`src/rtl/rename_regfile_mp.sv`:
```
`default_nettype none
// ============================================================================
// Module      : rename_regfile_mp
// Description : Multi-ported architectural register file with per-register
//               rename locks. Commits from the ROB write data and release
//               locks owned by the committing entry; the decoder renames
//               registers to ROB entries and reads data/lock pairs with a
//               lock-aware same-cycle commit bypass. Flush drops all locks.
//               A registered count of locked registers is provided.
// Ports       : clk, rst (async, active-high), flush
//               cm_we/cm_name/cm_data/cm_entry : NUM_CM commit ports (0 oldest)
//               rn_we/rn_name/rn_entry         : rename request
//               rd_en/rd_name -> rd_lock/rd_data : NUM_RD combinational reads
//               locked_cnt                     : registered locked-reg count
// Revision    : 1.0 - initial release
// ============================================================================
module rename_regfile_mp #(
    parameter int DATA_W = 32,
    parameter int REG_W  = 5,
    parameter int ROB_W  = 4,
    parameter int NUM_RD = 2,
    parameter int NUM_CM = 2
) (
    input  logic                          clk,
    input  logic                          rst,
    input  logic                          flush,
    input  logic [NUM_CM-1:0]             cm_we,
    input  logic [NUM_CM*REG_W-1:0]       cm_name,
    input  logic [NUM_CM*DATA_W-1:0]      cm_data,
    input  logic [NUM_CM*ROB_W-1:0]       cm_entry,
    input  logic                          rn_we,
    input  logic [REG_W-1:0]              rn_name,
    input  logic [ROB_W-1:0]              rn_entry,
    input  logic [NUM_RD-1:0]             rd_en,
    input  logic [NUM_RD*REG_W-1:0]       rd_name,
    output logic [NUM_RD*(ROB_W+1)-1:0]   rd_lock,
    output logic [NUM_RD*DATA_W-1:0]      rd_data,
    output logic [REG_W:0]                locked_cnt
);

    localparam int REG_CNT = 2 ** REG_W;
    localparam int LOCK_W  = ROB_W + 1;
    localparam logic [LOCK_W-1:0] c_no_lock = {1'b1, {ROB_W{1'b0}}};

    logic [DATA_W-1:0] r_dat [REG_CNT];
    logic [LOCK_W-1:0] r_loc [REG_CNT];
    logic [REG_W:0]    r_locked_cnt;

    logic [DATA_W-1:0] w_dat_nxt [REG_CNT];
    logic [LOCK_W-1:0] w_loc_nxt [REG_CNT];
    logic [REG_W:0]    w_cnt_nxt;

    // ------------------------------------------------------------------
    // Next-state: commits in ascending port order so the highest index
    // wins the data write; a lock is released if any committing port on
    // that register carries the owning entry. Flush beats rename beats
    // commit release. r0 is pinned to zero / unlocked.
    // ------------------------------------------------------------------
    always_comb begin
        logic w_clr;
        w_cnt_nxt = '0;
        for (int r = 0; r < REG_CNT; r++) begin
            w_dat_nxt[r] = r_dat[r];
            w_clr        = 1'b0;
            for (int i = 0; i < NUM_CM; i++) begin
                if (cm_we[i] && (cm_name[i*REG_W +: REG_W] == REG_W'(r)) && (r != 0)) begin
                    w_dat_nxt[r] = cm_data[i*DATA_W +: DATA_W];
                    if (r_loc[r] == {1'b0, cm_entry[i*ROB_W +: ROB_W]}) begin
                        w_clr = 1'b1;
                    end
                end
            end
            if (r == 0 || flush) begin
                w_loc_nxt[r] = c_no_lock;
            end else if (rn_we && (rn_name == REG_W'(r))) begin
                w_loc_nxt[r] = {1'b0, rn_entry};
            end else if (w_clr) begin
                w_loc_nxt[r] = c_no_lock;
            end else begin
                w_loc_nxt[r] = r_loc[r];
            end
            w_cnt_nxt = w_cnt_nxt + {{REG_W{1'b0}}, ~w_loc_nxt[r][LOCK_W-1]};
        end
    end

    always_ff @(posedge clk or posedge rst) begin
        if (rst) begin
            for (int r = 0; r < REG_CNT; r++) begin
                r_dat[r] <= '0;
                r_loc[r] <= c_no_lock;
            end
            r_locked_cnt <= '0;
        end else begin
            for (int r = 0; r < REG_CNT; r++) begin
                r_dat[r] <= w_dat_nxt[r];
                r_loc[r] <= w_loc_nxt[r];
            end
            r_locked_cnt <= w_cnt_nxt;
        end
    end

    assign locked_cnt = r_locked_cnt;

    // ------------------------------------------------------------------
    // Reads: stored state plus same-cycle commit bypass. The bypassed
    // lock is dropped only when a committing port owns it; rename and
    // flush in the same cycle are deliberately not forwarded.
    // ------------------------------------------------------------------
    always_comb begin
        logic [REG_W-1:0]  w_name;
        logic [LOCK_W-1:0] w_base;
        logic [DATA_W-1:0] w_data;
        logic              w_rclr;
        rd_lock = '0;
        rd_data = '0;
        for (int p = 0; p < NUM_RD; p++) begin
            w_name = rd_name[p*REG_W +: REG_W];
            w_base = r_loc[w_name];
            w_data = r_dat[w_name];
            w_rclr = 1'b0;
            for (int i = 0; i < NUM_CM; i++) begin
                if (cm_we[i] && (cm_name[i*REG_W +: REG_W] == w_name) && (w_name != '0)) begin
                    w_data = cm_data[i*DATA_W +: DATA_W];
                    if (w_base == {1'b0, cm_entry[i*ROB_W +: ROB_W]}) begin
                        w_rclr = 1'b1;
                    end
                end
            end
            if (rd_en[p]) begin
                rd_lock[p*LOCK_W +: LOCK_W] = w_rclr ? c_no_lock : w_base;
                rd_data[p*DATA_W +: DATA_W] = w_data;
            end else begin
                rd_lock[p*LOCK_W +: LOCK_W] = c_no_lock;
                rd_data[p*DATA_W +: DATA_W] = '0;
            end
        end
    end

endmodule
`default_nettype wire

```
`config.mk`:
```
export PLATFORM = sky130hd
export DESIGN_NAME = rename_regfile_mp
export DESIGN_NICKNAME = d
export VERILOG_FILES = /design/src/rtl/rename_regfile_mp.sv
export SDC_FILE = /design/constraint.sdc
export NUM_CORES = 2
export LEC_CHECK = 0
export ABC_CLOCK_PERIOD_IN_PS = 53800
export CAP_MARGIN = 10
export CORE_MARGIN = 1.5
export CORE_UTILIZATION = 40
export CTS_BUF_LIST = sky130_fd_sc_hd__clkbuf_8
export CTS_CLUSTER_DIAMETER = 60
export DETAILED_ROUTE_END_ITERATION = 7
export GPL_ROUTABILITY_DRIVEN = 0
export SYNTH_ARGS = -nofsm -noshare
export SYNTH_HDL_FRONTEND = slang
export SYNTH_SLANG_ARGS = --single-unit
```
`constraint.sdc`:
```
create_clock -name clk -period 53.8 [get_ports clk]
set_input_delay 10.76 -clock clk [delete_from_list [all_inputs] [get_ports clk]]
set_output_delay 10.76 -clock clk [all_outputs]
set_load 0.005 [all_outputs]
```
==> metrics.txt <==
status=finished clean; buffer depth of the longest clock path=3; Resized cells post-CTS=0; final slew viol count=0; switching part of the total power=33.1%; Psw=930 µW; DRT Wirelength=331,000 µm; H-tree depth=4; Synth Area in Compound Gates=13.8%; total grt overflow=0; Ports=189; post-synthesis simple-gate area fraction=9.00%; Netlist cell types=82; Total GRT Usage=between 30% and 40%; Iter 0 DRT Violations=9,670; vias in the first global route=63,200; total number of yosys warnings=0; maximum VDD drop=roughly 0.000021 V; Seq/Total Area, Yosys=between 30% and 40%; Worst-path clk slew=0.06 ns; crit-path max FO=between 50 and 60; Post-Synthesis Cells=7,750; top post-synthesis cells by area=dfrtp_1 36%, mux2i_1 17%, mux4_2 12%; Die Span Y=around 440 µm; share of cells above drive strength 1=15.1%; Non-Filler Instances=between 10,000 and 15,000; crit path kind=in2out; Detailed Routing Iterations Pass 1=8; Main synth FF type=dfrtp_1; XOR/XNOR share of the synthesized area=3.17%; worst r2r path cells=19; # clock sinks=about 1,200; hold-fix buffer count after cts=0; initial core utilization=about two fifths; Max Cap Viol=0; largest net degree at the start of global routing=171; initial antenna violation count=15; Gate power share=approximately a quarter; CP Launch Type=input pin; fin crit share=roughly half; port buffer count=between 150 and 200; HPWL after detailed placement=roughly 190,000 µm; cell internal pwr=1.88 mW; Pwr Density=33.2 mW/mm²; Util after Layout=44.4%; Fin. Hold Viols=0; via count of the routed design=66,400; worst skew pair latency=1.01 ns; CTS root buf=clkbuf_8; adder-cell share of the synthesized area=0.711%; mux contribution to synthesized area=just under 30%; mapped cell area=0.0770 mm²; Worst Setup End Kind=primary output; hold slack=0.590 ns; DR DRC count=0; total CTS buffers=206; Area Overhead vs Synth=9.82%; Syn Area/Cell=slightly below 10 µm²; hold path cells=2; Hold WC Path Type=reg2reg; largest family of logic cells by synthesized area=multiplexers; Net Count, Synth=7,889; clk_skew=0.0393 ns; DR WL/cell=32.6 µm; Pleak=37.1 nW; RSZ-0062 raised after global routing=no; Reg power frac=43.8%; Slew @ Worst Pin=1.40 ns; final setup fails=0; Post-synth EDFFs=0; WP data required=43.04 ns; core area=0.191 mm²; largest area contributor in the netlist=dfrtp_1; Fmax=between 30 and 40 MHz; CTS tree=yes; Synth top area share=between 30% and 40%; number of synthesized register bits=1,153; Fin Setup TNS=0 ns; ys async rst share=100%; CP Data Arrival Time=16.26 ns; fin crit period=~27 ns; Max-Slew Margin vs Limit=6.38%; NumNets Final=approximately 7,600; Setup Fix Bufs, Post-CTS=0; Post-DRT Antenna Nets=0; placed cells=~9,800; die width=roughly 440 µm; Vias/cell=6.54; Core Rows=160; clock share of power=a little under a third; first-pass GRT wire length=470,000 µm; total power=2.81 mW; Die ar.=approximately 0.20 mm²
-- critical path: stages --
cell and delay [ns]:
buf_8 0.47, buf_4 0.81, buf_4 0.77, buf_4 0.80, mux2i_1 0.19, o221ai_1 0.28
a41oi_1 0.16, nor4_1 0.92, a21oi_1 0.12, nand2_1 0.12, o211a_1 0.15, clkdlybuf4s50_1 0.50
-- worst paths after layout --
kind	to	slack, ns	startpoint
min	r_dat[687]	0.59	r_dat[687]
max in group asynchronous	r_dat[706]	40.34	rst
max reg2reg	locked_cnt[4]	47.55	r_loc[58]
max	rd_data[60]	26.78	rd_name[5]
min in group asynchronous	r_loc[38]	10.38	rst
min reg2reg	r_dat[687]	0.59	r_dat[687]
-- layer usage --
layer	global-route usage (%)	vias to the layer above	part of all wire, %
li1	-	27500	-
met1	42.7	33000	38
met2	48.8	4777	43
met3	9.51	1121	12
met4	19.8	10	7.0
met5	0	-	0.062
-- state kept, by name, summed over array words and instances, names as in the netlist --
signal      count
locked_cnt      6
r_dat         992
r_loc         155
-- power by group through the flow --
stage,Clock (mW),Sequential [mW],Combinational [mW]
after floorplan,0,1.19,0.528
final,0.872,1.23,0.709
after detailed placement,0,1.23,0.698
after CTS,0.876,1.22,0.699
after global routing,0.914,1.25,0.763
after global placement,0,1.22,0.681
-- cell usage in the layout, fill, tap and decap left out, types with 37 or more instances in the layout --
cell             synthesis  routed
a211oi_1                41      40
a21oi_1                619     618
a22o_1                  42      42
buf_4                   38     210
clkbuf_8                 1     255
clkdlybuf4s50_1          0     169
dfrtp_1               1122    1122
inv_1                  178     252
mux2_2                  79      79
mux2i_1               1282    1282
mux4_2                 405     405
nand2_1                650     626
nand3_1                 49      45
nor2_1                 698     670
nor2b_1                 41      37
nor3_1                  45      43
nor4_1                  43      43
o21ai_0                573     573
o221ai_1                94      94
o22ai_1                162     162
xnor2_1                145     145
xor2_1                 134     134
-- cell usage after synthesis, types with 18 or more instances --
library cell / count
nor2b_1: 41
a211oi_1: 41
a22o_1: 42
buf_1: 146
inv_1: 178
a221o_1: 34
dfstp_2: 31
a22oi_1: 18
o21ai_0: 573
nand4_1: 35
nor2_1: 698
nand2b_1: 32
buf_6: 36
xor2_1: 134
o221ai_1: 94
o22ai_1: 162
buf_4: 38
a221oi_1: 29
a21oi_1: 619
o211a_1: 29
nor3_1: 45
fa_1: 23
nand3_1: 49
clkbuf_1: 598
mux2i_1: 1282
a31oi_1: 24
nor4_1: 43
mux4_2: 405
nand2_1: 650
xnor2_1: 145
buf_2: 75
dfrtp_1: 1122
mux2_2: 79
-- cell families after synthesis --
logic type | after synthesis
DFF | 1153
AOI/OAI and AO/OA | 1781
buffers and inverters | 1085
adders and majority gates | 30
and+or+nand+nor | 1651
xor gates and xnor gates | 279
muxes | 1771
-- cell type report --
class,instances,area [µm²]
inverter,181,687
antenna,13,32.5
tap,2511,3140
clock inverter,118,728
fill,17900,106000
multi-input combinational,5512,44100
sequential,1153,28900
timing repair buffer,406,3560
clock buffer,255,3510
-- through the flow --
stage | setup slack (ns) | cell area (µm²)
2_1_floorplan | 10.62 | 77000
3_3_place_gp | 26.78 | 80300
3_5_place_dp | 26.80 | 80300
4_1_cts | 26.82 | 84600
5_1_grt | 26.55 | 84600
6_report | 26.78 | 84600
Note: power is estimated with default switching activity, not from simulation.
